File: src/rtl/rc5_pkg.sv
// Shared RC5-32/12/16 constants and the key-schedule FSM state type,
// used by the key schedule and the encoder/decoder datapaths.
package rc5_pkg;

    localparam int W = 32;
    localparam int R = 12;
    localparam int B = 16;
    localparam int T = 2 * (R + 1);
    localparam int C = B / 4;
    localparam int MIX_ITERS = 3 * ((T > C) ? T : C);

    localparam logic [W-1:0] PW = 32'hB7E1_5163;
    localparam logic [W-1:0] QW = 32'h9E37_79B9;

    typedef enum logic [1:0] {
        ST_IDLE = 2'd0,
        ST_INIT = 2'd1,
        ST_MIX  = 2'd2,
        ST_DONE = 2'd3
    } rc5_state_t;

endpackage

File: src/rtl/rc5_rotl.sv
// Variable left-rotate of a W-bit word by a 5-bit amount; shared with the
// encoder round stage.
module rc5_rotl #(
    parameter int W = 32
) (
    input  logic [W-1:0] din,
    input  logic [4:0]   amt,
    output logic [W-1:0] dout
);

    logic [2*W-1:0] dbl;

    // The upper half of the doubled word shifted left is the rotated word.
    assign dbl  = {din, din} << amt;
    assign dout = dbl[2*W-1:W];

endmodule

File: src/rtl/rc5_key_schedule.sv
// RC5-32/12/16 key expansion: builds the 26-word S table from a 128-bit key
// in 104 busy cycles and serves it to the encoder through a read port.
//
// state   | meaning
// IDLE    | waiting for start, table (if any) stays readable
// INIT    | filling S with PW + k*QW, one word per cycle
// MIX     | 78 mixing iterations over S and L
// DONE    | one-cycle done pulse, start accepted again here
module rc5_key_schedule
    import rc5_pkg::*;
(
    input  logic           clk,
    input  logic           rst,
    input  logic [8*B-1:0] key_in,
    input  logic           start,
    output logic           busy,
    output logic           done,
    output logic           key_valid,
    input  logic [4:0]     rd_addr,
    output logic [W-1:0]   rd_data
);

    localparam logic [4:0] T_LAST   = 5'(T - 1);
    localparam logic [6:0] MIX_LAST = 7'(MIX_ITERS - 1);

    rc5_state_t     state;
    logic [W-1:0]   s_tab [T];
    logic [W-1:0]   l_tab [C];
    logic [W-1:0]   a_reg;
    logic [W-1:0]   b_reg;
    logic [W-1:0]   init_val;
    logic [4:0]     i_idx;
    logic [1:0]     j_idx;
    logic [6:0]     mix_cnt;

    logic [W-1:0]   sum_a;
    logic [W-1:0]   a_new;
    logic [W-1:0]   sum_b;
    logic [W-1:0]   ab_sum;
    logic [W-1:0]   b_new;
    logic           accept;

    assign accept = rst && start && !busy;

    assign sum_a  = s_tab[i_idx] + a_reg + b_reg;
    assign ab_sum = a_new + b_reg;
    assign sum_b  = l_tab[j_idx] + ab_sum;

    rc5_rotl #(.W(W)) u_rotl_a (.din(sum_a), .amt(5'd3),        .dout(a_new));
    rc5_rotl #(.W(W)) u_rotl_b (.din(sum_b), .amt(ab_sum[4:0]), .dout(b_new));

    always_ff @(posedge clk) begin
        if (!rst) begin
            state     <= ST_IDLE;
            busy      <= 1'b0;
            done      <= 1'b0;
            key_valid <= 1'b0;
            a_reg     <= '0;
            b_reg     <= '0;
            i_idx     <= '0;
            j_idx     <= '0;
            mix_cnt   <= '0;
            init_val  <= PW;
        end else begin
            done <= 1'b0;
            case (state)
                ST_IDLE, ST_DONE: begin
                    if (start) begin
                        state     <= ST_INIT;
                        busy      <= 1'b1;
                        key_valid <= 1'b0;
                        i_idx     <= '0;
                        init_val  <= PW;
                    end else begin
                        state <= ST_IDLE;
                    end
                end
                ST_INIT: begin
                    init_val <= init_val + QW;
                    if (i_idx == T_LAST) begin
                        state   <= ST_MIX;
                        i_idx   <= '0;
                        j_idx   <= '0;
                        a_reg   <= '0;
                        b_reg   <= '0;
                        mix_cnt <= '0;
                    end else begin
                        i_idx <= i_idx + 5'd1;
                    end
                end
                ST_MIX: begin
                    a_reg <= a_new;
                    b_reg <= b_new;
                    i_idx <= (i_idx == T_LAST) ? 5'd0 : i_idx + 5'd1;
                    j_idx <= j_idx + 2'd1;
                    if (mix_cnt == MIX_LAST) begin
                        state     <= ST_DONE;
                        busy      <= 1'b0;
                        done      <= 1'b1;
                        key_valid <= 1'b1;
                    end else begin
                        mix_cnt <= mix_cnt + 7'd1;
                    end
                end
                default: state <= ST_IDLE;
            endcase
        end
    end

    // Table storage carries no reset; key_valid gates every read.
    always_ff @(posedge clk) begin
        if (accept) begin
            for (int i = 0; i < C; i++) begin
                l_tab[i] <= {key_in[127-8*(4*i+3) -: 8], key_in[127-8*(4*i+2) -: 8],
                             key_in[127-8*(4*i+1) -: 8], key_in[127-8*(4*i)   -: 8]};
            end
        end else if (rst && state == ST_MIX) begin
            l_tab[j_idx] <= b_new;
        end
        if (rst && state == ST_INIT) begin
            s_tab[i_idx] <= init_val;
        end else if (rst && state == ST_MIX) begin
            s_tab[i_idx] <= a_new;
        end
    end

    assign rd_data = (key_valid && rd_addr <= T_LAST) ? s_tab[rd_addr] : '0;

endmodule

File: config.mk
export PLATFORM = sky130hd
export DESIGN_NAME = rc5_key_schedule
export DESIGN_NICKNAME = d
export VERILOG_FILES = /design/src/rtl/rc5_pkg.sv /design/src/rtl/rc5_rotl.sv /design/src/rtl/rc5_key_schedule.sv
export SDC_FILE = /design/constraint.sdc
export NUM_CORES = 2
export LEC_CHECK = 0
export CORE_UTILIZATION = 35
export DETAILED_ROUTE_END_ITERATION = 10
export GPL_TIMING_DRIVEN = 0
export SYNTH_ARGS = -nofsm -noshare
export SYNTH_HDL_FRONTEND = slang
export SYNTH_SLANG_ARGS = --single-unit
export TNS_END_PERCENT = 5
File: constraint.sdc
create_clock -name clk -period 25.4 [get_ports clk]
set_clock_uncertainty 0.1 [all_clocks]
set_input_delay 2.54 -clock clk [delete_from_list [all_inputs] [get_ports clk]]
set_output_delay 2.54 -clock clk [all_outputs]
set_load 0.005 [all_outputs]
==> impl_results.md <==
- Status: finished, final reports clean
- Synthesis Warnings: 0
- # Post-CTS Setup Buffers: 0
- Synth Register Bits: around 1100
- CTS buffer count: 115
- Synth async-reset ratio: 0%
- Core Rows: 148
- Critical path capture point type: register
- Worst skew pair latency: 0.79 ns
- Number of antenna violations at the first check in global routing: 7
- Syn_area_per_cell: 14.76 um2
- First-pass GRT wire length: 286700 um
- Final cycle utilization of the critical path: a little under two thirds
- R2R depth: 49
- Die H: 408.1 um
- Routed WL: 203800 um
- Crit start category: register
- Seq/Total Area, Yosys: 54.18%
- Final Hold Viols: 0
- Die X: 408.1 um
- Cells after Synth: 3910
- Routed vias: around 40000
- Core area: between 150000 and 200000 um2
- Hpwl dp: about 150000 um
- Fin crit period: roughly 16 ns
- CTS Root Cell: clkbuf_16
- CP max stage cell: o31ai_1
- Vias/cell: 6.097
- Min-delay src: a_reg[1]
- Commonest non-fill, non-tap cell in the layout: edfxtp_1
- CP Data Arrival Time: approximately 17 ns
- Max-slew violation count: 0
- Multi-input gate area: around 26000 um2
- Iter 0 DRT Violations: ~4900
- Flop2flop setup slack: 9.20 ns
- Actual slew at the worst max-slew pin: 1.418 ns
- Peak per-stage delay on the critical path: 1.15 ns
- Worst R2R End: l_tab[0][11]
- Nets@finish: 4502
- Initial core utilization: 35.38%
- Hold_ws: between 0.3 and 0.4 ns
- Design area: 66950 um2
- WHS Endpoint: a_reg[1]
- Sequential cell area: 31270 um2
- Hold WC Path Type: reg2reg
- Most frequent cells in the layout: edfxtp_1, mux4_2, nand2_1
- Fin util: 41.04%
- CP max FO: 10
- CTS sink cnt: 1082
- Final setup TNS: 0 ns
- Hold buffers post-CTS: 0
- Slew headroom: 4.638%
- Biggest register: s_tab
- Total GRT Usage: 24.05%
- Die area: 166500 um2
- CTS H-tree depth: 3
- IO Port Bufs: 165
- Post-synthesis cell type count: 90
- RSZ-0062 raised after global routing: false
- Fmax: 0.06174 GHz
- # IOs: between 150 and 200
- Post-Syn Area: 57720 um2
- Total grt overflow: 0
- Per-cell routed wire length: 31.32 um
- TritonCTS clock tree: yes
- Max Cap Viol: 0
- Most frequent CP cell: a21oi_1
- Req. time, crit path: 25.93 ns
- Top flop regs: s_tab x832, l_tab x128
- Synth Net Count: 4180
- Fillers: 14785
- Share of layout cells above drive strength 1: 20.97%
- Largest register FFs: 832
- Largest net degree at the start of global routing: 29
- Hold depth: 2
- Setup CP Type: reg2reg
- Ant. Diodes: 0
- # resized after CTS: 0
- P&R area growth vs syn: 15.99%
- Drt drc: 0
- Max clock buf depth: 3
- Vias in the first global route: between 30000 and 40000
- GPL Wtd Cong: 0.9567
- DRT Pass-1 Iters: 6
- Placed cell areas: approximately 63000 um2
- Final setup fails: 0
- Post-route ant nets: 0
- Primary FF master, synth: edfxtp_1
- Post-synth EDFFs: 960
- Clk slew on worst S/H paths: 0.06 ns
==> layout make-up <==
class / instances / area share [%]
plain buffers: 265 / 1.525
clock buffers: 140 / 4.500
clock inverters: 75 / 1.086
inverters: 46 / 0.2579
multi-input cells: 2517 / 38.11
flip-flops and latches: 1082 / 46.71
well taps: 2175 / 4.065
repair buffers: 205 / 3.753
==> metrics by stage <==
step | setup slack (ns) | std cells
floorplan | 13.48 | 3910
global placement | 9.264 | 6250
detailed placement | 9.377 | 6290
CTS | 9.321 | 6505
global route | 8.512 | 6505
finish | 9.203 | 6505
==> Yosys cell counts, types with 15 or more instances <==
library cell / count / share of area (%)
edfxtp_1: 960 / 50
mux4_2: 486 / 19
nand2_1: 256 / 1.7
clkbuf_1: 196 / 1.3
a21oi_1: 191 / 1.7
nor2_1: 182 / 1.2
o21ai_0: 163 / 1.4
mux2i_1: 129 / 2.2
dfxtp_1: 122 / 4.2
mux2_2: 116 / 2.3
ha_1: 100 / 2.2
a211oi_1: 89 / 1.2
nor2b_1: 85 / 0.92
xnor2_1: 71 / 1.1
buf_1: 60 / 0.39
nand3_1: 53 / 0.46
inv_1: 44 / 0.29
nor3_1: 41 / 0.36
a22o_1: 40 / 0.61
xor2_1: 39 / 0.59
fa_1: 34 / 1.2
a21o_1: 32 / 0.42
or3_1: 27 / 0.29
o21a_1: 24 / 0.31
and3_1: 23 / 0.25
nand2b_1: 21 / 0.23
a31oi_1: 20 / 0.22
nand4_1: 20 / 0.22
and2_1: 18 / 0.20
o211ai_1: 17 / 0.22
o31ai_1: 17 / 0.22
a22oi_1: 15 / 0.20
o22ai_1: 15 / 0.16
==> cells by family (layout without fill, tap and decap cells) <==
group                      count (synthesis)  after routing  synth area share (%)
AOI/OAI and AO/OA                        754            754                 8.652
adders and majority gates                134            134                 3.347
and+or+nand+nor                          784            784                 6.542
buffers and inverters                    311            731                 2.053
DFF                                     1082           1082                 54.18
muxes                                    735            735                 23.56
xor gates and xnor gates                 110            110                 1.669
==> worst max-delay path, delay by kind of cell (launching register included) <==
kind                     cells  cell delay, ns
AO/OA/AOI/OAI               27            7.21
buffers and inverters        6            3.23
adder cells (fa/ha/maj)      6            2.40
multiplexers                 4            1.21
XOR/XNOR                     2            0.82
AND/OR/NAND/NOR              4            0.78
flip-flops                   1            0.31
==> how the worst max path moves through the flow <==
stage	startpoint	endpoint
final	register	l_tab[0][11]
after global routing	register	l_tab[0][15]
after CTS	register	l_tab[0][11]
after detailed placement	register	l_tab[2][11]
after global placement	register	l_tab[3][27]
after floorplan	register	l_tab[0][15]
==> metal layers <==
metal | vias up | share of wire, % | global-route usage (%)
met3 | 416 | 9.2 | 4.870
met2 | 2223 | 47 | 38.95
met1 | 20530 | 39 | 31.20
met5 | - | 0.011 | 0
met4 | 4 | 4.9 | 10.56
li1 | 16487 | - | -
Power is not shown: default switching activity piles up to over one toggle a cycle in this logic, so the estimate is an artifact.
